**src/rtl/regimm_pc_unit.sv**
```systemverilog
// regimm_pc_unit: architectural PC and branch/jump resolution for the MIPS32
// single-cycle core. It decodes BLTZ/BGEZ/BLTZAL/BGEZAL, BEQ/BNE/BLEZ/BGTZ
// and J/JAL, computes the next PC, and traps (sticky invpc) on any taken
// target that falls outside instruction memory.
//
// Build option: BRANCH_DELAY_SLOT_EN
//   defined   - a taken branch retires through one delay slot (DELAY state),
//               flush is never raised, linkData = pc + 8.
//   undefined - a taken branch redirects immediately and pulses flush,
//               linkData = pc + 4.
module regimm_pc_unit #(
    parameter logic [31:0] RESET_PC = 32'h0040_0000,
    parameter int          IADDR_W  = 10
) (
    input  logic               CLK,
    input  logic               reset,
    input  logic               stall,
    input  logic               iValid,
    input  logic [5:0]         iOp,
    input  logic [4:0]         iRt,
    input  logic [15:0]        imm16,
    input  logic [25:0]        jIndex,
    input  logic [31:0]        rsData,
    input  logic [31:0]        rtData,
    output logic [31:0]        pc,
    output logic [IADDR_W-1:0] iAddr,
    output logic               flush,
    output logic               brTaken,
    output logic               linkWe,
    output logic [31:0]        linkData,
    output logic               invpc,
    output logic [15:0]        brCount
);

    // Opcodes and REGIMM sub-codes handled here.
    localparam logic [5:0] OP_REGIMM = 6'd1;
    localparam logic [5:0] OP_J      = 6'd2;
    localparam logic [5:0] OP_JAL    = 6'd3;
    localparam logic [5:0] OP_BEQ    = 6'd4;
    localparam logic [5:0] OP_BNE    = 6'd5;
    localparam logic [5:0] OP_BLEZ   = 6'd6;
    localparam logic [5:0] OP_BGTZ   = 6'd7;

    localparam logic [4:0] RT_BLTZ   = 5'd0;
    localparam logic [4:0] RT_BGEZ   = 5'd1;
    localparam logic [4:0] RT_BLTZAL = 5'd16;
    localparam logic [4:0] RT_BGEZAL = 5'd17;

    // First byte address past instruction memory; 33 bits so a memory that
    // ends exactly at 2^32 still compares correctly.
    localparam logic [32:0] MEM_END = {1'b0, RESET_PC} + (33'd4 << IADDR_W);

    typedef enum logic [1:0] {
        RUN   = 2'd0,
        DELAY = 2'd1,
        TRAP  = 2'd2
    } state_t;

    // Decoded branch attributes for the instruction presented this cycle.
    typedef struct packed {
        logic is_br;    // opcode/sub-code is a branch or jump
        logic is_jump;  // target comes from jIndex rather than imm16
        logic is_link;  // writes the return address to $31
        logic cond;     // branch condition holds
    } br_dec_t;

    state_t      state;
    br_dec_t     dec;
    logic [31:0] pc_plus4;
    logic [31:0] br_target;
    logic [31:0] j_target;
    logic [31:0] target;
    logic [31:0] link_addr;
    logic [31:0] pc_off;
    logic        rs_neg;
    logic        rs_zero;
    logic        target_ok;
    logic        eval;
    logic        take;
    logic        link_req;
    logic        trap_hit;
    logic        unused_pc_off_bits;

`ifdef BRANCH_DELAY_SLOT_EN
    logic [31:0] saved_target;
`endif

    // Address arithmetic shared by all branch kinds.
    assign pc_plus4  = pc + 32'd4;
    assign br_target = pc_plus4 + {{14{imm16[15]}}, imm16, 2'b00};
    assign j_target  = {pc_plus4[31:28], jIndex, 2'b00};
    assign target    = dec.is_jump ? j_target : br_target;

`ifdef BRANCH_DELAY_SLOT_EN
    // Return past the delay-slot instruction.
    assign link_addr = pc + 32'd8;
`else
    assign link_addr = pc_plus4;
`endif

    // Word index into instruction memory relative to its base.
    assign pc_off             = pc - RESET_PC;
    assign iAddr              = pc_off[IADDR_W+1:2];
    assign unused_pc_off_bits = ^{pc_off[31:IADDR_W+2], pc_off[1:0]};

    assign rs_neg  = rsData[31];
    assign rs_zero = (rsData == 32'd0);

    // Decode the branch kind and evaluate its signed condition on rs.
    always_comb begin
        dec = '0;
        case (iOp)
            OP_REGIMM: begin
                case (iRt)
                    RT_BLTZ, RT_BLTZAL: begin
                        dec.is_br   = 1'b1;
                        dec.cond    = rs_neg;
                        dec.is_link = iRt[4];
                    end
                    RT_BGEZ, RT_BGEZAL: begin
                        dec.is_br   = 1'b1;
                        dec.cond    = ~rs_neg;
                        dec.is_link = iRt[4];
                    end
                    default: dec = '0;
                endcase
            end
            OP_J: begin
                dec.is_br   = 1'b1;
                dec.is_jump = 1'b1;
                dec.cond    = 1'b1;
            end
            OP_JAL: begin
                dec.is_br   = 1'b1;
                dec.is_jump = 1'b1;
                dec.is_link = 1'b1;
                dec.cond    = 1'b1;
            end
            OP_BEQ: begin
                dec.is_br = 1'b1;
                dec.cond  = (rsData == rtData);
            end
            OP_BNE: begin
                dec.is_br = 1'b1;
                dec.cond  = (rsData != rtData);
            end
            OP_BLEZ: begin
                dec.is_br = 1'b1;
                dec.cond  = rs_neg | rs_zero;
            end
            OP_BGTZ: begin
                dec.is_br = 1'b1;
                dec.cond  = ~rs_neg & ~rs_zero;
            end
            default: dec = '0;
        endcase
    end

    // Target must land inside [RESET_PC, MEM_END).
    assign target_ok = ({1'b0, target} >= {1'b0, RESET_PC}) &&
                       ({1'b0, target} <  MEM_END);

    // Branches are only evaluated in RUN on a live, unstalled cycle; the
    // delay slot and the trap state never look at the decoder.
    assign eval     = iValid && !stall && (state == RUN);
    assign take     = eval && dec.is_br && dec.cond;
    assign link_req = eval && dec.is_link;
    assign trap_hit = take && !target_ok;

    // PC/state register with registered pulse, link and trap outputs.
    always_ff @(posedge CLK) begin
        if (reset) begin
            state    <= RUN;
            pc       <= RESET_PC;
            flush    <= 1'b0;
            brTaken  <= 1'b0;
            linkWe   <= 1'b0;
            linkData <= 32'd0;
            invpc    <= 1'b0;
            brCount  <= 16'd0;
`ifdef BRANCH_DELAY_SLOT_EN
            saved_target <= 32'd0;
`endif
        end else begin
            // Pulses default low; stall and TRAP simply never set them.
            flush   <= 1'b0;
            brTaken <= 1'b0;
            linkWe  <= 1'b0;
            if (!stall) begin
                case (state)
                    RUN: begin
                        if (trap_hit) begin
                            // PC freezes on the offending instruction.
                            state <= TRAP;
                            invpc <= 1'b1;
                        end else begin
                            if (link_req) begin
                                linkWe   <= 1'b1;
                                linkData <= link_addr;
                            end
                            if (take) begin
                                brTaken <= 1'b1;
                                if (brCount != 16'hFFFF)
                                    brCount <= brCount + 16'd1;
`ifdef BRANCH_DELAY_SLOT_EN
                                pc           <= pc_plus4;
                                saved_target <= target;
                                state        <= DELAY;
`else
                                pc    <= target;
                                flush <= 1'b1;
`endif
                            end else begin
                                pc <= pc_plus4;
                            end
                        end
                    end
`ifdef BRANCH_DELAY_SLOT_EN
                    DELAY: begin
                        pc    <= saved_target;
                        state <= RUN;
                    end
`endif
                    TRAP: begin
                        invpc <= 1'b1;
                    end
                    default: state <= RUN;
                endcase
            end
        end
    end

endmodule

```
**config.mk**
```make
export PLATFORM = sky130hd
export DESIGN_NAME = regimm_pc_unit
export DESIGN_NICKNAME = d
export VERILOG_FILES = /design/src/rtl/regimm_pc_unit.sv
export SDC_FILE = /design/constraint.sdc
export NUM_CORES = 1
export LEC_CHECK = 0
export CORE_MARGIN = 1
export CORE_UTILIZATION = 50
export CTS_CLUSTER_DIAMETER = 50
export DETAILED_ROUTE_END_ITERATION = 8
export PLACE_DENSITY = 0.85
export SLEW_MARGIN = 0
export SYNTH_ARGS = -nofsm -noshare
export SYNTH_HDL_FRONTEND = slang
export SYNTH_SLANG_ARGS = --single-unit
export TNS_END_PERCENT = 5
```
**constraint.sdc**
```tcl
create_clock -name CLK -period 9.9 [get_ports CLK]
set_input_delay 1.98 -clock CLK [delete_from_list [all_inputs] [get_ports CLK]]
set_output_delay 1.98 -clock CLK [all_outputs]
set_load 0.02 [all_outputs]
```
==> run_results.csv <==
group,metric,value,unit
yosys,synth_cell_type_count,71,
routing,route.vias.total,8324,
routing,finalWirelength,25.78,mm
setup_path,crit_path_category,"input port to flop",
yosys,synth_top_cells_by_area,"sky130_fd_sc_hd__dfxtp_1, sky130_fd_sc_hd__a21oi_1, sky130_fd_sc_hd__xor2_1, sky130_fd_sc_hd__ha_1, sky130_fd_sc_hd__nand2_1",
yosys,synthAdderAreaFrac,6.165,%
grt,grt_max_degree,79,
setup_path,worstSetupEndpointType,"flop",
sta,timing.final.crit_period,6.744,ns
cts,tritoncts.num_buffers,9,
yosys,syn_inst,948,
finish,fraction_of_final_layout_cells_with_drive_strength_greater_than_1,4.036,%
setup_path,crit_buf_inv,1,
power,worst_ir_drop_vdd,94.58,uV
routing,detail-route-antenna-nets,0,
run,drv.max_cap_violation_count,0,
routing,dr.pass1.iters,7,
floorplan,fp.dieArea,14520,um2
routing,remaining_drc_errors,0,
cts,post_cts.repair.setup_buffers,0,
cts,clk_pin_slew_worst_paths,0.06,ns
routing,drt_first_iter_violations,1059,
cts,clock_tree.htree_level_count,3,
grt,via_count_of_the_first_global_routing_pass,7749,
floorplan,core_region_area,13450,um2
routing,wire_per_inst,19.97,um
sta,hold_ws,0.4627,ns
floorplan,starting_density,52.19,%
grt,grt_pass1_wl,39.94,mm
finish,finalNetCount,1265,
cts,cts_repair_resize_count,0,
finish,final_core_utilization,69.80,%
setup_path,worst_ep_arrival_time,7.01,ns
yosys,synth_top_family_by_area,"simple AND/OR/NAND/NOR gates",
cts,cts-root-to-sink-buffers,2,
routing,avgViaCountPerCell,6.448,
yosys,post-synth-top-area-fraction,23.95,%
setup_path,worst_setup_path_start_kind,"input port",
yosys,post_synthesis_compound_gate_area_fraction,25.82,%
floorplan,die_height,120.5,um
yosys,synth_most_common_cell,"sky130_fd_sc_hd__nand2_1",
sta,timing_worst_slew_pin_value,1.074,ns
yosys,synth-warning-count,0,
setup_path,timing.critical_path.required,10.17,ns
cts,worst_skew_pair.late_latency,0.35,ns
sta,final-hold-violation-count,0,
setup_path,worst-path-max-fanout,33,
yosys,synth.mux.area_fraction,1.657,%
setup_path,critPathMaxStageDelay,0.90,ns
floorplan,die_w,120.5,um
yosys,synth.top_cells.by_count,"sky130_fd_sc_hd__nand2_1, sky130_fd_sc_hd__a21oi_1, sky130_fd_sc_hd__dfxtp_1, sky130_fd_sc_hd__o21ai_0, sky130_fd_sc_hd__nand3_1",
outcome,outcome,"complete, no violations",
yosys,netlist_area_pre_place,7022,um2
yosys,synth_ff_type,"sky130_fd_sc_hd__dfxtp_1",
power,power_density,92.35,nW/um2
worst_hold_path,hold_class,"flop to flop",
sta,report.final.setup_viol,0,
finish,antenna-diode-count,0,
yosys,synth_simple_gate_area_share,26.43,%
power,power.static_leakage,3.518,nW
sta,post-route-period-util,68.12,%
grt,global_route.overflow_total,0,
grt,grt_antenna_before_repair,0,
sta,worst_case_headroom_to_the_max_slew_limit,28.37,%
placed_design,gpl.final_weighted_congestion,0.9514,
yosys,ys_seq_elements,84,
sta,final_sum_of_negative_setup_slack,0,ns
yosys,synth.net_count,1103,
setup_path,timing.critical_path.max_delay_family,"compound AO/OA/AOI/OAI gates",
sta,maxSlewViolCount,0,
cts,cts_hold_buffers,0,
setup_path,cp_slowest_cell,"sky130_fd_sc_hd__a21o_1",
yosys,count_of_flip_flops_with_a_built_in_enable_after_synthesis,0,
floorplan,std_cell_rows,42,
sta,worst_clock_skew,0.007532,ns
sta,timing.fmax,0.1483,GHz
grt,global_route.usage.total,35.01,%
floorplan,num_ports,215,
yosys,synth_area_leader_cell,"sky130_fd_sc_hd__dfxtp_1",
placed_design,portBuffers,214,
yosys,ys_seq_area_share,23.95,%
finish,areaGrowthSynthToFinish,33.73,%
cts,cts_num_sinks,84,
cts,cts_tree,"yes",
placed_design,detailed_place_hpwl,19.35,mm
sta,rsz0062_at_grt,"false",
yosys,postSynthAreaPerCell,7.407,um2
yosys,post_synth_xor_area_fraction,9.729,%
setup_path,timing.critical_path.cells,"clkdlybuf4s50_1 > ha_1 > a21oi_1 > o21ai_0 > or4_1 > o211ai_1 > a211o_1 > nand3_1 > or4_1 > nor3_1 > a21o_1 > nand3_1 > a21oi_1",
cts,cts_root_buf,"sky130_fd_sc_hd__clkbuf_16",
yosys,asyncSetResetFlopFracSynth,0,%
worst min-delay path, cell delays in order (launching register included):
cell	delay (ns)
sky130_fd_sc_hd__dfxtp_1	0.33
sky130_fd_sc_hd__inv_1	0.06
sky130_fd_sc_hd__a311oi_1	0.03
per-stage QoR:
stage	power [mW]	cell area [um2]	setup WS, ns	cells
global placement	0.5426	9107	3.085	1275
finish	0.8672	9390	3.156	1291
global route	0.8965	9390	2.844	1291
floorplan	0.4529	7022	4.326	948
CTS	0.8646	9390	3.263	1291
detailed placement	0.5440	9107	2.924	1275
worst paths after layout:
path,startpoint,end,slack (ns),cells past startpoint
hold reg to reg,pc[1],pc[1],0.46,2
setup reg to reg,pc[2],linkData[22],3.56,16
hold / removal,pc[1],pc[1],0.46,2
setup / recovery,imm16[15],linkData[22],3.16,13
metal layers:
layer  track usage, %  share of wire, %  wire, um
met2            60.63                48     12340
met1            42.21                39      9984
met5                0                 0         0
met3            5.708               8.7      2240
met4            16.20               4.7      1208
kinds of logic after synthesis:
group	count (synthesis)
and+or+nand+nor	365
xor gates and xnor gates	78
AOI/OAI and AO/OA	279
adders and majority gates	34
buffers and inverters	97
DFF	84
muxes	11
registers in the layout, indices dropped and copies added (netlist names):
| signal | flops |
|---|---|
| linkWe | 1 |
| invpc | 1 |
| pc | 32 |
| linkData | 32 |
| state | 1 |
| brTaken | 1 |
| brCount | 16 |
final cells by class:
class / instances / area, um2
tap: 176 / 220.2
clock inverter: 7 / 57.56
multi-input combinational: 767 / 4911
inverter: 26 / 97.59
timing repair buffer: 222 / 2197
sequential: 84 / 1682
clock buffer: 9 / 225.2
fill: 1139 / 4063
cell usage in the layout, fill, tap and decap left out, types with 12 or more instances in the layout:
| cell type | n |
|---|---|
| sky130_fd_sc_hd__a21oi_1 | 90 |
| sky130_fd_sc_hd__o21ai_0 | 68 |
| sky130_fd_sc_hd__xnor2_1 | 29 |
| sky130_fd_sc_hd__nor4_1 | 25 |
| sky130_fd_sc_hd__dfxtp_1 | 84 |
| sky130_fd_sc_hd__nand2_1 | 98 |
| sky130_fd_sc_hd__nor2_1 | 58 |
| sky130_fd_sc_hd__nand4_1 | 24 |
| sky130_fd_sc_hd__o211ai_1 | 25 |
| sky130_fd_sc_hd__and3_1 | 15 |
| sky130_fd_sc_hd__clkdlybuf4s50_1 | 213 |
| sky130_fd_sc_hd__nand3_1 | 59 |
| sky130_fd_sc_hd__ha_1 | 33 |
| sky130_fd_sc_hd__xor2_1 | 49 |
| sky130_fd_sc_hd__nor3_1 | 29 |
| sky130_fd_sc_hd__inv_1 | 24 |
| sky130_fd_sc_hd__a21o_1 | 12 |
report_power, final:
group / switching [mW] / internal, mW / total (mW) / leakage (nW)
registers: 0.00536 / 0.341 / 0.346 / 0.678
clock network: 0.152 / 0.174 / 0.326 / 0.134
logic: 0.102 / 0.0930 / 0.195 / 2.71
total: 0.260 / 0.607 / 0.867 / 3.52
(Power assumes the default switching activity.)
